--- src/rtl/bus_dma_pkg.sv ---
// rtl/bus_dma_pkg.sv - register map, bit positions and FSM states for the word-copy DMA
package bus_dma_pkg;

    localparam logic [4:0] REG_SRC    = 5'h00;
    localparam logic [4:0] REG_DST    = 5'h04;
    localparam logic [4:0] REG_LEN    = 5'h08;
    localparam logic [4:0] REG_CTRL   = 5'h0C;
    localparam logic [4:0] REG_STATUS = 5'h10;

    localparam int CTRL_START  = 0;
    localparam int CTRL_IRQ_EN = 1;

    localparam int STATUS_BUSY = 0;
    localparam int STATUS_DONE = 1;
    localparam int STATUS_ERR  = 2;

    typedef enum logic [2:0] {
        IDLE,
        RD_REQ,
        RD_WAIT,
        WR_REQ,
        WR_WAIT,
        ABORT
    } dma_state_e;

endpackage

--- src/rtl/bus_dma_regs.sv ---
// rtl/bus_dma_regs.sv - device-port register file, sticky flags and interrupt register
module bus_dma_regs
    import bus_dma_pkg::*;
#(
    parameter int DataWidth    = 32,
    parameter int AddressWidth = 32,
    parameter int LenWidth     = 16
) (
    input  logic                    clk_i,
    input  logic                    rst_ni,
    input  logic                    dev_req_i,
    input  logic                    dev_we_i,
    input  logic [2:0]              dev_word_i,
    input  logic [DataWidth-1:0]    dev_wdata_i,
    output logic                    dev_rvalid_o,
    output logic [DataWidth-1:0]    dev_rdata_o,
    output logic                    dev_err_o,
    input  logic                    busy_i,
    input  logic                    done_set_i,
    input  logic                    err_set_i,
    output logic [AddressWidth-1:0] src_o,
    output logic [AddressWidth-1:0] dst_o,
    output logic [LenWidth-1:0]     len_o,
    output logic                    start_o,
    output logic                    irq_o
);
    logic [4:0]           offset;
    logic                 mapped, wr_en, rd_en, w1c, restart;
    logic                 irq_en, done_q, err_q;
    logic [DataWidth-1:0] rdata;

    assign offset  = {dev_word_i, 2'b00};
    assign mapped  = (dev_word_i < 3'd5);
    assign wr_en   = dev_req_i & dev_we_i & mapped;
    assign rd_en   = dev_req_i & ~dev_we_i & mapped;
    assign w1c     = wr_en & (offset == REG_STATUS);
    assign start_o = wr_en & (offset == REG_CTRL) & dev_wdata_i[CTRL_START] & ~busy_i;
    // A start that launches a transfer wipes the previous outcome
    assign restart = start_o & (len_o != '0);

    always_comb begin
        rdata = '0;
        case (offset)
            REG_SRC:    rdata = DataWidth'(src_o);
            REG_DST:    rdata = DataWidth'(dst_o);
            REG_LEN:    rdata = DataWidth'(len_o);
            REG_CTRL:   rdata[CTRL_IRQ_EN] = irq_en;
            REG_STATUS: begin
                rdata[STATUS_BUSY] = busy_i;
                rdata[STATUS_DONE] = done_q;
                rdata[STATUS_ERR]  = err_q;
            end
            default:    rdata = '0;
        endcase
    end

    always_ff @(posedge clk_i or negedge rst_ni) begin
        if (!rst_ni) begin
            dev_rvalid_o <= 1'b0;
            dev_rdata_o  <= '0;
            dev_err_o    <= 1'b0;
            src_o        <= '0;
            dst_o        <= '0;
            len_o        <= '0;
            irq_en       <= 1'b0;
            done_q       <= 1'b0;
            err_q        <= 1'b0;
            irq_o        <= 1'b0;
        end else begin
            dev_rvalid_o <= dev_req_i;
            dev_err_o    <= dev_req_i & ~mapped;
            dev_rdata_o  <= rd_en ? rdata : '0;
            if (wr_en && !busy_i) begin
                if (offset == REG_SRC) src_o <= {dev_wdata_i[AddressWidth-1:2], 2'b00};
                if (offset == REG_DST) dst_o <= {dev_wdata_i[AddressWidth-1:2], 2'b00};
                if (offset == REG_LEN) len_o <= dev_wdata_i[LenWidth-1:0];
            end
            if (wr_en && offset == REG_CTRL) irq_en <= dev_wdata_i[CTRL_IRQ_EN];
            // Hardware set has priority over software clear
            done_q <= done_set_i | (done_q & ~(w1c & dev_wdata_i[STATUS_DONE]) & ~restart);
            err_q  <= err_set_i  | (err_q  & ~(w1c & dev_wdata_i[STATUS_ERR])  & ~restart);
            irq_o  <= irq_en & (done_q | err_q);
        end
    end

endmodule

--- src/rtl/bus_dma_host.sv ---
// rtl/bus_dma_host.sv - single-channel word-copy DMA initiator with one outstanding bus access
module bus_dma_host
    import bus_dma_pkg::*;
#(
    parameter int DataWidth    = 32,
    parameter int AddressWidth = 32,
    parameter int LenWidth     = 16
) (
    input  logic                    clk_i,
    input  logic                    rst_ni,
    input  logic                    dev_req_i,
    input  logic                    dev_we_i,
    input  logic [3:0]              dev_be_i,
    input  logic [AddressWidth-1:0] dev_addr_i,
    input  logic [DataWidth-1:0]    dev_wdata_i,
    output logic                    dev_rvalid_o,
    output logic [DataWidth-1:0]    dev_rdata_o,
    output logic                    dev_err_o,
    output logic                    host_req_o,
    input  logic                    host_gnt_i,
    output logic [AddressWidth-1:0] host_addr_o,
    output logic                    host_we_o,
    output logic [3:0]              host_be_o,
    output logic [DataWidth-1:0]    host_wdata_o,
    input  logic                    host_rvalid_i,
    input  logic [DataWidth-1:0]    host_rdata_i,
    input  logic                    host_err_i,
    output logic                    irq_o
);
    logic [AddressWidth-1:0] src, dst, rd_ptr, wr_ptr;
    logic [LenWidth-1:0]     len, remaining;
    logic                    start, busy, done_set, err_set;
    logic                    unused_bits;
    dma_state_e              state;

    assign unused_bits = ^{dev_be_i, dev_addr_i[AddressWidth-1:5], dev_addr_i[1:0]};
    assign busy        = (state != IDLE);
    assign host_be_o   = 4'hF;
    assign done_set    = (start && len == '0) ||
                         (state == WR_WAIT && host_rvalid_i && !host_err_i &&
                          remaining == LenWidth'(1));
    assign err_set     = (state == ABORT);

    bus_dma_regs #(
        .DataWidth   (DataWidth),
        .AddressWidth(AddressWidth),
        .LenWidth    (LenWidth)
    ) u_regs (
        .clk_i       (clk_i),
        .rst_ni      (rst_ni),
        .dev_req_i   (dev_req_i),
        .dev_we_i    (dev_we_i),
        .dev_word_i  (dev_addr_i[4:2]),
        .dev_wdata_i (dev_wdata_i),
        .dev_rvalid_o(dev_rvalid_o),
        .dev_rdata_o (dev_rdata_o),
        .dev_err_o   (dev_err_o),
        .busy_i      (busy),
        .done_set_i  (done_set),
        .err_set_i   (err_set),
        .src_o       (src),
        .dst_o       (dst),
        .len_o       (len),
        .start_o     (start),
        .irq_o       (irq_o)
    );

    // host_wdata_o doubles as the one-word copy buffer
    always_ff @(posedge clk_i or negedge rst_ni) begin
        if (!rst_ni) begin
            state        <= IDLE;
            rd_ptr       <= '0;
            wr_ptr       <= '0;
            remaining    <= '0;
            host_req_o   <= 1'b0;
            host_we_o    <= 1'b0;
            host_addr_o  <= '0;
            host_wdata_o <= '0;
        end else begin
            case (state)
                IDLE: if (start && len != '0) begin
                    rd_ptr      <= src;
                    wr_ptr      <= dst;
                    remaining   <= len;
                    host_req_o  <= 1'b1;
                    host_we_o   <= 1'b0;
                    host_addr_o <= src;
                    state       <= RD_REQ;
                end
                RD_REQ: if (host_gnt_i) begin
                    host_req_o <= 1'b0;
                    state      <= RD_WAIT;
                end
                RD_WAIT: if (host_rvalid_i) begin
                    if (host_err_i) begin
                        state <= ABORT;
                    end else begin
                        host_wdata_o <= host_rdata_i;
                        rd_ptr       <= rd_ptr + AddressWidth'(4);
                        host_req_o   <= 1'b1;
                        host_we_o    <= 1'b1;
                        host_addr_o  <= wr_ptr;
                        state        <= WR_REQ;
                    end
                end
                WR_REQ: if (host_gnt_i) begin
                    host_req_o <= 1'b0;
                    host_we_o  <= 1'b0;
                    state      <= WR_WAIT;
                end
                WR_WAIT: if (host_rvalid_i) begin
                    if (host_err_i) begin
                        state <= ABORT;
                    end else begin
                        wr_ptr    <= wr_ptr + AddressWidth'(4);
                        remaining <= remaining - LenWidth'(1);
                        if (remaining == LenWidth'(1)) begin
                            state <= IDLE;
                        end else begin
                            host_req_o  <= 1'b1;
                            host_addr_o <= rd_ptr;
                            state       <= RD_REQ;
                        end
                    end
                end
                ABORT:   state <= IDLE;
                default: state <= IDLE;
            endcase
        end
    end

    rvalid_only_when_waiting: assert property (@(posedge clk_i) disable iff (!rst_ni)
        host_rvalid_i |-> (state != RD_REQ && state != WR_REQ));

    req_held_until_gnt: assert property (@(posedge clk_i) disable iff (!rst_ni)
        (host_req_o && !host_gnt_i) |=> host_req_o);

endmodule

--- config.mk ---
export PLATFORM = sky130hd
export DESIGN_NAME = bus_dma_host
export DESIGN_NICKNAME = d
export VERILOG_FILES = /design/src/rtl/bus_dma_pkg.sv /design/src/rtl/bus_dma_regs.sv /design/src/rtl/bus_dma_host.sv
export SDC_FILE = /design/constraint.sdc
export NUM_CORES = 1
export LEC_CHECK = 0
export ABC_AREA = 1
export ABC_CLOCK_PERIOD_IN_PS = 4000
export BUFFER_PORTS_ARGS = -buffer_cell sky130_fd_sc_hd__buf_2
export CORE_ASPECT_RATIO = 1.5
export CORE_MARGIN = 2
export CORE_UTILIZATION = 40
export CTS_BUF_LIST = sky130_fd_sc_hd__clkbuf_8 sky130_fd_sc_hd__clkbuf_16
export DETAILED_ROUTE_END_ITERATION = 7
export HOLD_SLACK_MARGIN = 0.03
export PLACE_DENSITY = 0.62
export SYNTH_ARGS = -nofsm -noshare
export SYNTH_HDL_FRONTEND = slang
export SYNTH_HIERARCHICAL = 1
export SYNTH_SLANG_ARGS = --single-unit
--- constraint.sdc ---
create_clock -name clk_i -period 4 [get_ports clk_i]
set_clock_uncertainty 0.1 [all_clocks]
set_input_delay 0.2 -clock clk_i [delete_from_list [all_inputs] [get_ports clk_i]]
set_output_delay 0.2 -clock clk_i [all_outputs]
set_load 0.05 [all_outputs]
Word level (Yosys, flattened, before mapping)
Index checks and enable logic that the tools add are counted.

storage, ports and cells
  register bits = 263
  latch bits = 0
  RAM bits = 0
  bits in read-only memories = 0
  input port bits = 107
  output and inout bits = 105
  logic and storage cells = 141
  memories = 0

operators by class
  $add $sub $neg = 3
  multiply operators = 0
  div/mod/pow operators = 0
  magnitude comparators = 1
  equality and inequality tests = 19
  shift-type cells = 0
  muxes and demuxes = 42
  bitwise gates (word level) = 27
  reductions and logical operators = 31

operators with widths
  kind                                                  count
  two-way mux 32 bit                                    12
  one-hot mux 32 bit (2 select lines)                   2
  one-hot mux 32 bit (3 select lines)                   1
  one-hot mux 29 bit (3 select lines)                   1
  adder 32 x 3 -> 32 bit, second input constant         2
  two-way mux 16 bit                                    3
  one-hot mux 16 bit (2 select lines)                   1
  two-way mux 3 bit                                     7
  AND 1 bit                                             17
  equality test 16 x 1 -> 1 bit, second input constant  1
  logical NOT 16 bit                                    1
  inequality test 2 bit, second input constant          8
  nonzero test 16 bit                                   1
  subtractor 16 x 1 -> 16 bit, second input constant    1
  one-hot mux 3 bit (5 select lines)                    1
  equality test 3 x 2 -> 1 bit, second input constant   4
  AND reduction 5 bit                                   2
  equality test 3 bit, second input constant            3
  two-way mux 1 bit                                     9
  nonzero test 3 bit                                    3
  one-hot mux 1 bit (4 select lines)                    2
  AND reduction 4 bit                                   2
  AND reduction 8 bit                                   1
  logical AND 1 bit                                     7
  17 further kinds                                      31

Longest topological paths before layout
Gate-level depths: netlist of run 1.

  depth after elaboration = 9
  depth in mapped cells = 15

Cells and area by module
Netlist of run 1, hierarchy kept.

by module, submodules not included
  module        times used  cells an instance  area each (um^2)  sequential area each (um^2)
  bus_dma_host  1           1,383              9,298.9           3,728.6
  bus_dma_regs  1           533                4,693.3           2,852.7

Least setup slack after synthesis of run 1
OpenSTA, ideal clock, no wires.

  path type = reg-to-reg
  from = register state[2]
  to = register rd_ptr[15]
  library setup time = 0.080 ns
  arrival = 1.978 ns
  required time = 3.820 ns
  setup slack = 1.842 ns
  stages on the path, launching flop included = 15
  path buffers = 3
  period minus slack after synthesis = 2.158 ns
  path through = dfrtp_1 > inv_2 > nand2_1 > nor2_2 > inv_1 > nor2_2 > inv_1 > nor2_1 > nand3_1 > buf_2 > nand2_2 > buf_6 > buf_6 > nand2_1 > o22ai_2

between the ends
  cells in the longest elaborated chain, start to end = 6
  elaborated cells between the ends (all ways) = 12
  classes of those cells = eq/ne: 4; mux: 1; bitwise: 2; reduce/logical: 5

RTL lines
  element                                 RTL line            source
  from (decl)                             bus_dma_host.sv:34  dma_state_e state;
  from (signal assigned)                  bus_dma_host.sv:71  state <= IDLE;
  from (signal assigned)                  bus_dma_host.sv:88  state <= RD_REQ;
  from (signal assigned)                  bus_dma_host.sv:92  state <= RD_WAIT;
  nonzero test 3 bit                      bus_dma_host.sv:37  assign busy = (state != IDLE);
  via busy                                bus_dma_host.sv:32  logic start, busy, done_set, err_set;
  inverter 1 bit                          bus_dma_regs.sv:37  assign start_o = wr_en & (offset == REG_CTRL) & dev_wdata_i[CTRL_START] & ~busy_i;
  AND 1 bit                               bus_dma_regs.sv:37
  via start                               bus_dma_host.sv:32
  logical AND 1 bit                       bus_dma_host.sv:81  IDLE: if (start && len != '0) begin
  inequality test 2 bit (no source line)  -
  AND reduction 4 bit (no source line)    -
  to (signal assigned)                    bus_dma_host.sv:82  rd_ptr <= src;
  to (signal assigned)                    bus_dma_host.sv:99  rd_ptr <= rd_ptr + AddressWidth'(4);
  to (decl)                               bus_dma_host.sv:30  logic [AddressWidth-1:0] src, dst, rd_ptr, wr_ptr;

The timed path passes the listed nets, and every way through them passes these cells.
A chain may end at the register's enable or synchronous reset.

Worst setup path in the final report of run 1
  from = register state[2]
  to = register wr_ptr[9]

between the ends
  cells in the longest elaborated chain, start to end = 6
  elaborated cells between the ends (all ways) = 12
  classes of those cells = eq/ne: 4; mux: 1; bitwise: 2; reduce/logical: 5

RTL lines
  element                                 RTL line             source
  nonzero test 3 bit                      bus_dma_host.sv:37
  via busy                                bus_dma_host.sv:32
  inverter 1 bit                          bus_dma_regs.sv:37
  AND 1 bit                               bus_dma_regs.sv:37
  via start                               bus_dma_host.sv:32
  logical AND 1 bit                       bus_dma_host.sv:81
  inequality test 2 bit (no source line)  -
  AND reduction 4 bit (no source line)    -
  to (signal assigned)                    bus_dma_host.sv:83   wr_ptr <= dst;
  to (signal assigned)                    bus_dma_host.sv:115  wr_ptr <= wr_ptr + AddressWidth'(4);
  to (decl)                               bus_dma_host.sv:30

The timed path passes the listed nets, and every way through them passes these cells.

==> summary.txt, run 1 <==
Outcome
  – Run status: finished clean

Timing
  – Pins over their slew limit: 0
  – Setup TNS: 0 ns
  – Relative max-transition margin: 0.224
  – Unrepaired setup endpoints after global routing: no
  – Slew @ Worst Pin: 1.16 ns
  – Min Tclk post-route: 3.25 ns
  – Final setup vio count: 0
  – Final period util: 0.812
  – Hold Fails Final Rpt: 0
  – FMAX: 308 MHz

Critical path
  – Slack of the worst reg-to-reg path: 0.75 ns
  – Crit start category: flip-flop
  – Reg2reg start: state[2]$_DFFE_PN0P_
  – Critical Path AT: 3.57 ns
  – Worst Path Class, Setup: reg -> reg
  – Worst r2r path cells: 12
  – Max FO, Critical Path: 40
  – Worst endpoint required time: 4.32 ns
  – Worst Setup End Kind: flip-flop
  – R2r endpoint: wr_ptr[9]$_DFFE_PN0P_

Floorplan
  – Die area: 36500 um^2
  – Core ar.: 34400 um^2
  – Die Wd: 157 um
  – Die height: 233 um
  – Rows: 83
  – Top-Level Pins: 212
  – Initial Util: 0.407

Drt
  – Vias: 13300
  – WL final: 44.3 mm
  – Initial drt markers: 1005
  – Per-cell routed wire length: 16.9 um
  – Vias/cell: 5.07
  – Antenna-violating nets left: 0
  – Router iterations before antenna repair: 5
  – Residual DRC count: 0

Synth
  – Sequential share of the synthesized area: 0.470
  – Flops & latches, synth: 263
  – Post-Syn Instances: 1916
  – Mapped Area: 14000 um^2
  – Yosys warns: 6
  – Avg Inst Size Synth: 7.30 um^2
  – Count of cell types in the netlist: 39

GRT
  – First-pass GRT wire length: 71.6 mm
  – Global route overflow: 0
  – Initial antenna violation count: 0
  – Vias in the first global route: 13400
  – Largest net degree at the start of global routing: 92
  – Total GRT Usage: 0.248

Finish
  – Synthesis-to-finish area growth: 20.0%
  – Final instance area: 16800 um^2
  – Final net count: 2242
  – Filler cell count: 3422
  – ANT cells: 0
  – Share of layout cells above drive strength 1: 0.143

Clock network
  – Postcts setup bufs: 0
  – Clock sink total: 263
  – Clk_lat worst skew: 0.56 ns
  – CTS tree: built
  – H-tree depth: 1
  – Max Buffers Root-to-Sink: 3
  – Cts bufs inserted: 27
  – CTS root buffer: clkbuf_16
  – Clock-pin slew on the worst setup and hold paths: 0.06 ns

Pwr
  – Static leakage: 8.33 nW
  – Total internal power: 6.67 mW
  – Seq pwr share: 0.370
  – Clock network fraction of total power: 0.209
  – Pwr dens: 737 nW/um^2
  – Sw Pwr: 5.71 mW
  – Maximum vdd drop: 0.631 mV
  – Switching Fraction: 0.461
  – Comb power frac: 0.421

Placed design
  – GP Congestion: 0.946
  – Placed instance area: 15100 um^2
  – Post-DP HPWL: 31.8 mm
  – Port Buffers: 174

Job
  – Max-Cap Viols: 0

Worst hold path
  – Hold Path Origin: host_err_i
  – Worst hold stages: 5
  – Hold endpoint: host_req_o$_DFFE_PN0P_
  – Class of the worst hold path: in -> reg
## critical path: stages (launching register included)
cell	delay, ns
dfrtp_1	0.44
inv_2	0.13
nand2_1	0.10
nor2_2	0.16
inv_1	0.13
nor2_2	0.25
inv_1	0.06
nor2_1	0.14
buf_4	0.16
nand3_1	0.35
a21oi_4	0.66
buf_12	0.29
o21ai_0	0.12
## per-stage QoR
step | setup WS (ns) | power, mW | utilization | cells | hold WS, ns
after detailed placement | 0.756 | 9.74 | 0.440 | 2493 | 0.170
after global routing | 0.473 | 13.2 | 0.489 | 2617 | 0.0806
after floorplan | 1.84 | 8.11 | - | 1922 | -0.196
final | 0.750 | 12.4 | 0.489 | 2617 | 0.0710
after CTS | 0.739 | 12.4 | 0.489 | 2617 | 0.0496
after global placement | 0.863 | 9.62 | 0.440 | 2493 | 0.159
## cells in the final DEF (no fill, tap or decap), types with 13 or more instances in the layout
cell,instances
nand2_1,758
o21ai_0,84
mux2_2,32
buf_2,173
o221ai_1,17
a21oi_1,42
buf_4,13
dlygate4sd3_1,76
or2_2,17
nor2_1,192
clkbuf_16,27
o21ai_1,55
nand3_1,135
dfrtp_1,263
inv_1,160
## final cells by class
| class | count | area [um^2] | share of cell area |
|---|---|---|---|
| Sequential cell | 263 | 6580 | 0.392 |
| Multi-Input combinational cell | 1410 | 6320 | 0.377 |
| Timing Repair Buffer | 266 | 1800 | 0.107 |
| Clock buffer | 31 | 731 | 0.0435 |
| Inverter | 163 | 612 | 0.0364 |
| Tap cell | 467 | 584 | 0.0348 |
| Clock inverter | 17 | 164 | 0.00976 |
## cell families after synthesis
logic type,share of synthesized area
other cells,0.000537
buf+inv,0.0798
mux,0.0258
flops,0.470
compound gates,0.0921
xor+xnor,0.00125
fa+ha+maj,0.00358
simple gates,0.327
## cell usage after synthesis
cell type | n | area, um^2
inv_2 | 8 | 30.0
o22ai_2 | 2 | 25.0
mux2_2 | 32 | 360
a21oi_1 | 42 | 210
buf_6 | 9 | 101
o21ai_1 | 55 | 275
nand2_1 | 758 | 2850
nor2_1 | 192 | 721
buf_1 | 6 | 22.5
a21boi_0 | 2 | 15.0
buf_4 | 16 | 120
conb_1 | 2 | 7.51
o211ai_1 | 9 | 67.6
inv_1 | 155 | 582
nor3_1 | 9 | 45.0
dfrtp_1 | 263 | 6580
xnor2_1 | 1 | 8.76
or2_2 | 17 | 106
a31oi_1 | 4 | 25.0
nand2_2 | 5 | 31.3
nor3_4 | 1 | 16.3
o21bai_1 | 4 | 30.0
nand3_1 | 135 | 676
xor2_1 | 1 | 8.76
a21o_1 | 1 | 7.51
clkbuf_1 | 12 | 45.0
nand4_1 | 6 | 37.5
o31ai_1 | 2 | 15.0
nor2_2 | 4 | 25.0
buf_2 | 41 | 205
nand3b_1 | 5 | 37.5
o221ai_1 | 17 | 149
o21ai_2 | 1 | 8.76
clkbuf_2 | 2 | 10.0
o22ai_1 | 5 | 31.3
ha_1 | 4 | 50.1
nand3_2 | 3 | 30.0
a21oi_2 | 1 | 8.76
o21ai_0 | 84 | 420
## how the worst max path moves through the flow
stage / startpoint / to
CTS: state[2]$_DFFE_PN0P_ / wr_ptr[9]$_DFFE_PN0P_
global placement: state[2]$_DFFE_PN0P_ / wr_ptr[12]$_DFFE_PN0P_
finish: state[2]$_DFFE_PN0P_ / wr_ptr[9]$_DFFE_PN0P_
floorplan: state[2]$_DFFE_PN0P_ / rd_ptr[15]$_DFFE_PN0P_
detailed placement: state[2]$_DFFE_PN0P_ / wr_ptr[9]$_DFFE_PN0P_
global route: state[2]$_DFFE_PN0P_ / wr_ptr[9]$_DFFE_PN0P_
## per-layer routing
layer  GRT usage  up-vias  share of wire
met5           0        -              0
met3      0.0340       94          0.050
met4       0.113        0          0.046
li1            -     6492              -
met2       0.431      395           0.49
met1       0.304     6279           0.41
## repair_timing
action	4_1_cts	5_1_grt
hold endpoints to repair	205	0
hold buffers	76	0
gates resized for setup	0	0
## registers in the layout, indices dropped and copies added, names as in the netlist
| signal | count |
|---|---|
| u_regs/irq_en | 1 |
| host_addr_o | 32 |
| u_regs/dev_rvalid_o | 1 |
| u_regs/src_o | 30 |
| u_regs/dst_o | 30 |
| rd_ptr | 32 |
| u_regs/irq_o | 1 |
| u_regs/done_q | 1 |
| wr_ptr | 32 |
| u_regs/dev_err_o | 1 |
| remaining | 16 |
| state | 3 |
| u_regs/dev_rdata_o | 32 |
| host_wdata_o | 32 |
| host_req_o | 1 |
| u_regs/err_q | 1 |
| host_we_o | 1 |
| u_regs/len_o | 16 |
## power by group through the flow
stage	Sequential [mW]	Combinational (mW)	Clock, mW
floorplan	5.24	2.86	0
global placement	4.56	5.06	0
detailed placement	4.60	5.14	0
CTS	4.56	5.22	2.64
global route	4.71	5.78	2.75
finish	4.58	5.21	2.58
No activity file was read; power rests on OpenSTA's default activity.
==> inputs of run 2 (changes only) <==
- ABC_AREA: 1 -> 0
- ABC_CLOCK_PERIOD_IN_PS: 4000 -> 3150
- PLACE_DENSITY: 0.62 -> 0.63
- clock period: 4 -> 3.15 ns (I/O delays scaled with it)
==> run 2 against run 1 <==
Compared with the run above:
- count of clock-buffer cells in the layout rose by 7
- design area fell by 2.6%
- largest cell class unchanged
- cell count fell by 27%
- flip-flop and latch count did not move
- routed wire length fell by 13%
- worst hold slack got worse by 0.015 ns
- core utilization rose by 2.3 points
- maximum frequency rose by 12%
==> summary.txt, run 2 <==
Synth
  – Largest area contributor in the netlist: dfrtp_1
  – Synth top area share: 0.506 (+0.0352)
  – Count leader, synth: dfrtp_1
  – Yosys warns: 6 (unchanged)
  – Synth Flop Type: dfrtp_1
  – FFs w/ async S/R, synth: 1.00 (unchanged)
  – Count of cell types in the netlist: 68 (+74%)
  – Avg Inst Size Synth: 10.5 um^2 (+44%)
  – Flops & latches, synth: 263 (unchanged)
  – Post-Syn Instances: 1238 (-35%)
  – Number of synthesized flops with an enable pin: 0 (unchanged)
  – Synth top area cells: dfrtp_1 51%, mux2_2 9.9%, a21oi_1 3.8%
  – Mapped Area: 13000 um^2 (-7.0%)
  – Post-synth top cells: 263 x dfrtp_1, 115 x mux2_2, 106 x nor2_1
  – Sequential share of the synthesized area: 0.506 (+0.0352)

GRT
  – Initial antenna violation count: 0 (unchanged)
  – First-pass GRT wire length: 61.1 mm (-15%)
  – Vias in the first global route: 11200 (-16%)
  – Largest net degree at the start of global routing: 106 (+15%)
  – Global route overflow: 0 (unchanged)
  – Total GRT Usage: 0.227 (-0.0215)

Finish
  – Commonest non-fill, non-tap cells in the layout: 263 x dfrtp_1, 173 x buf_2, 115 x mux2_2
  – Most common cell after layout, fill and taps aside: dfrtp_1
  – Synthesis-to-finish area growth: 25.6%
  – Final non-filler cell total: 1911 (-27%)
  – Final instance area: 16400 um^2 (-2.6%)
  – ANT cells: 0 (unchanged)
  – Final net count: 1592 (-29%)
  – Share of layout cells above drive strength 1: 0.287 (+0.144)

Timing
  – Slew @ Worst Pin: 1.23 ns (+0.0618 ns)
  – Final period util: 0.920 (+0.107)
  – Unrepaired setup endpoints after global routing: no
  – Hold Fails Final Rpt: 0 (unchanged)
  – Setup WS post-layout: 0.253 ns (-0.497 ns)
  – Final setup vio count: 0 (unchanged)
  – Pins over their slew limit: 0 (unchanged)
  – Relative max-transition margin: 0.181 (-0.0429)
  – FMAX: 345 MHz (+12%)
  – Min Tclk post-route: 2.90 ns (-0.353 ns)

Placed design
  – Worst slack, placed: -0.0831 ns (-0.839 ns)
  – Placed instance area: 14600 um^2 (-3.9%)
  – Post-DP HPWL: 26.3 mm (-17%)
  – Port Buffers: 174 (unchanged)
  – Placed Cells: 1783 (-28%)
  – GP Congestion: 0.894 (-5.5%)

Pwr
  – Total power: 15.5 mW (+25%)
  – Static leakage: 7.40 nW (-11%)
  – Pwr dens: 946 nW/um^2 (+28%)
  – Maximum vdd drop: 0.658 mV (+4.3%)

Critical path
  – Worst Path Class, Setup: reg -> reg
  – Cell family with the largest share of critical-path delay: simple AND/OR/NAND/NOR gates
  – CP Cell Sequence: or4_1, or4_4, nor4b_1, o31ai_1, a21oi_1, dlygate4sd3_1
  – Crit start category: flip-flop
  – Crit path buf inv count: 1 (-4)
  – Worst Setup End Kind: flip-flop
  – Critical Path AT: 3.22 ns (-0.35 ns)
  – CP max-delay cell: or4_1
  – Max FO, Critical Path: 5 (-88%)
  – Max incr delay on CP: 0.62 ns (-0.04 ns)
  – Worst endpoint required time: 3.48 ns (-0.84 ns)

Floorplan
  – Die Wd: 151 um (-3.5%)
  – Die area: 34000 um^2 (-6.8%)
  – Rows: 80 (-3.6%)
  – Initial Util: 0.408 (+0.000665)
  – Die height: 225 um (-3.5%)
  – Top-Level Pins: 212 (unchanged)
  – Core ar.: 31900 um^2 (-7.1%)

Drt
  – Vias/cell: 5.71 (+13%)
  – WL final: 38.4 mm (-13%)
  – Residual DRC count: 0 (unchanged)
  – Per-cell routed wire length: 20.1 um (+19%)
  – Antenna-violating nets left: 0 (unchanged)
  – Vias: 10900 (-18%)
  – Initial drt markers: 911 (-9.4%)
  – Router iterations before antenna repair: 5 (unchanged)

Outcome
  – Run status: finished clean

Clock network
  – H-tree depth: 1 (unchanged)
  – CTS root buffer: clkbuf_16
  – Clock sink total: 263 (unchanged)
  – Cts bufs inserted: 27 (unchanged)
  – Clock-pin slew on the worst setup and hold paths: 0.06 ns (about the same)
  – Clk_lat worst skew: 0.55 ns (about the same)
  – Max Buffers Root-to-Sink: 3 (unchanged)
  – CTS tree: built

Job
  – Max-Cap Viols: 0 (unchanged)

Worst hold path
  – Class of the worst hold path: in -> reg
## run 2: cell types whose count changed after synthesis, sizes merged, moves of 22 or more
cell    change
a22o       +26
a21oi      +55
a22oi      +44
mux2i      +28
nand3     -103
clkbuf     +47
nand2     -696
nor2       -88
mux2       +99
o21ai      -87
buf        -36
inv       -126
o22a       +22
## run 2: kinds of logic (layout without fill, tap and decap cells)
| group | Yosys count | in the layout | share of synthesized area |
|---|---|---|---|
| AO/OA/AOI/OAI | 343 | 343 | 0.178 |
| adder cells (fa/ha/maj) | 5 | 5 | 0.00461 |
| multiplexers | 159 | 159 | 0.139 |
| other | 2 | 8 | 0.000577 |
| AND/OR/NAND/NOR | 331 | 331 | 0.128 |
| XOR/XNOR | 1 | 1 | 0.000673 |
| buffers and inverters | 134 | 391 | 0.0442 |
| flip-flops | 263 | 263 | 0.506 |
## run 2: final cells by class
type | count | area [um^2]
clock buffer | 38 | 827
clock inverter | 11 | 184
fill | 2836 | 15600
inverter | 37 | 139
multi-input combinational | 847 | 5960
sequential | 263 | 6580
tap | 410 | 513
timing repair buffer | 305 | 2150
## run 2: routing by layer
metal  track usage  wire length [um]  vias up
li1              -                 -     5047
met1         0.277             15300     5442
met2         0.401             19800      358
met3        0.0336              1940       73
met4        0.0829              1290        0
met5             0                 0        -
## run 2: repair_timing
action                     4_1_cts  5_1_grt
hold buffers                    74        0
hold endpoints to repair       219        0
setup buffers                    3        2
setup endpoints to repair       20       20
gates resized for setup          0        1
pin swaps                        1        0
## run 2: worst paths after layout
path / startpoint / endpoint / slack (ns) / depth (start not counted)
hold reg to reg: wr_ptr[1]$_DFFE_PN0P_ / wr_ptr[1]$_DFFE_PN0P_ / 0.38 / 2
setup reg to reg: u_regs/len_o[7]$_DFFE_PN0P_ / state[0]$_DFFE_PN0P_ / 0.25 / 6
setup / recovery: u_regs/len_o[7]$_DFFE_PN0P_ / state[0]$_DFFE_PN0P_ / 0.25 / 6
max in group asynchronous: rst_ni / host_addr_o[27]$_DFFE_PN0P_ / 1.89 / 3
hold / removal: dev_addr_i[2] / u_regs/done_q$_DFF_PN0_ / 0.06 / 4
min in group asynchronous: rst_ni / u_regs/dev_rdata_o[15]$_DFF_PN0_ / 0.13 / 2
## run 2: stage by stage
step	hold slack [ns]	utilization	setup TNS, ns
floorplan	-0.238	-	0
global placement	0.178	0.456	0
detailed placement	0.185	0.456	-1.31
CTS	0.0477	0.511	0
global route	0.0551	0.512	0
finish	0.0564	0.512	0
## run 2: power breakdown
part           internal (mW)  switching, mW  total (mW)
combinational           2.28           3.61        5.89
sequential              4.65           1.34        5.99
clock                   2.23           1.37        3.60
total                   9.15           6.32        15.5
## run 2: tightest hold or removal path: stages
cell	delay, ns
buf_2	0.11
nand4b_1	0.19
nor3_1	0.07
a2bb2oi_1	0.13
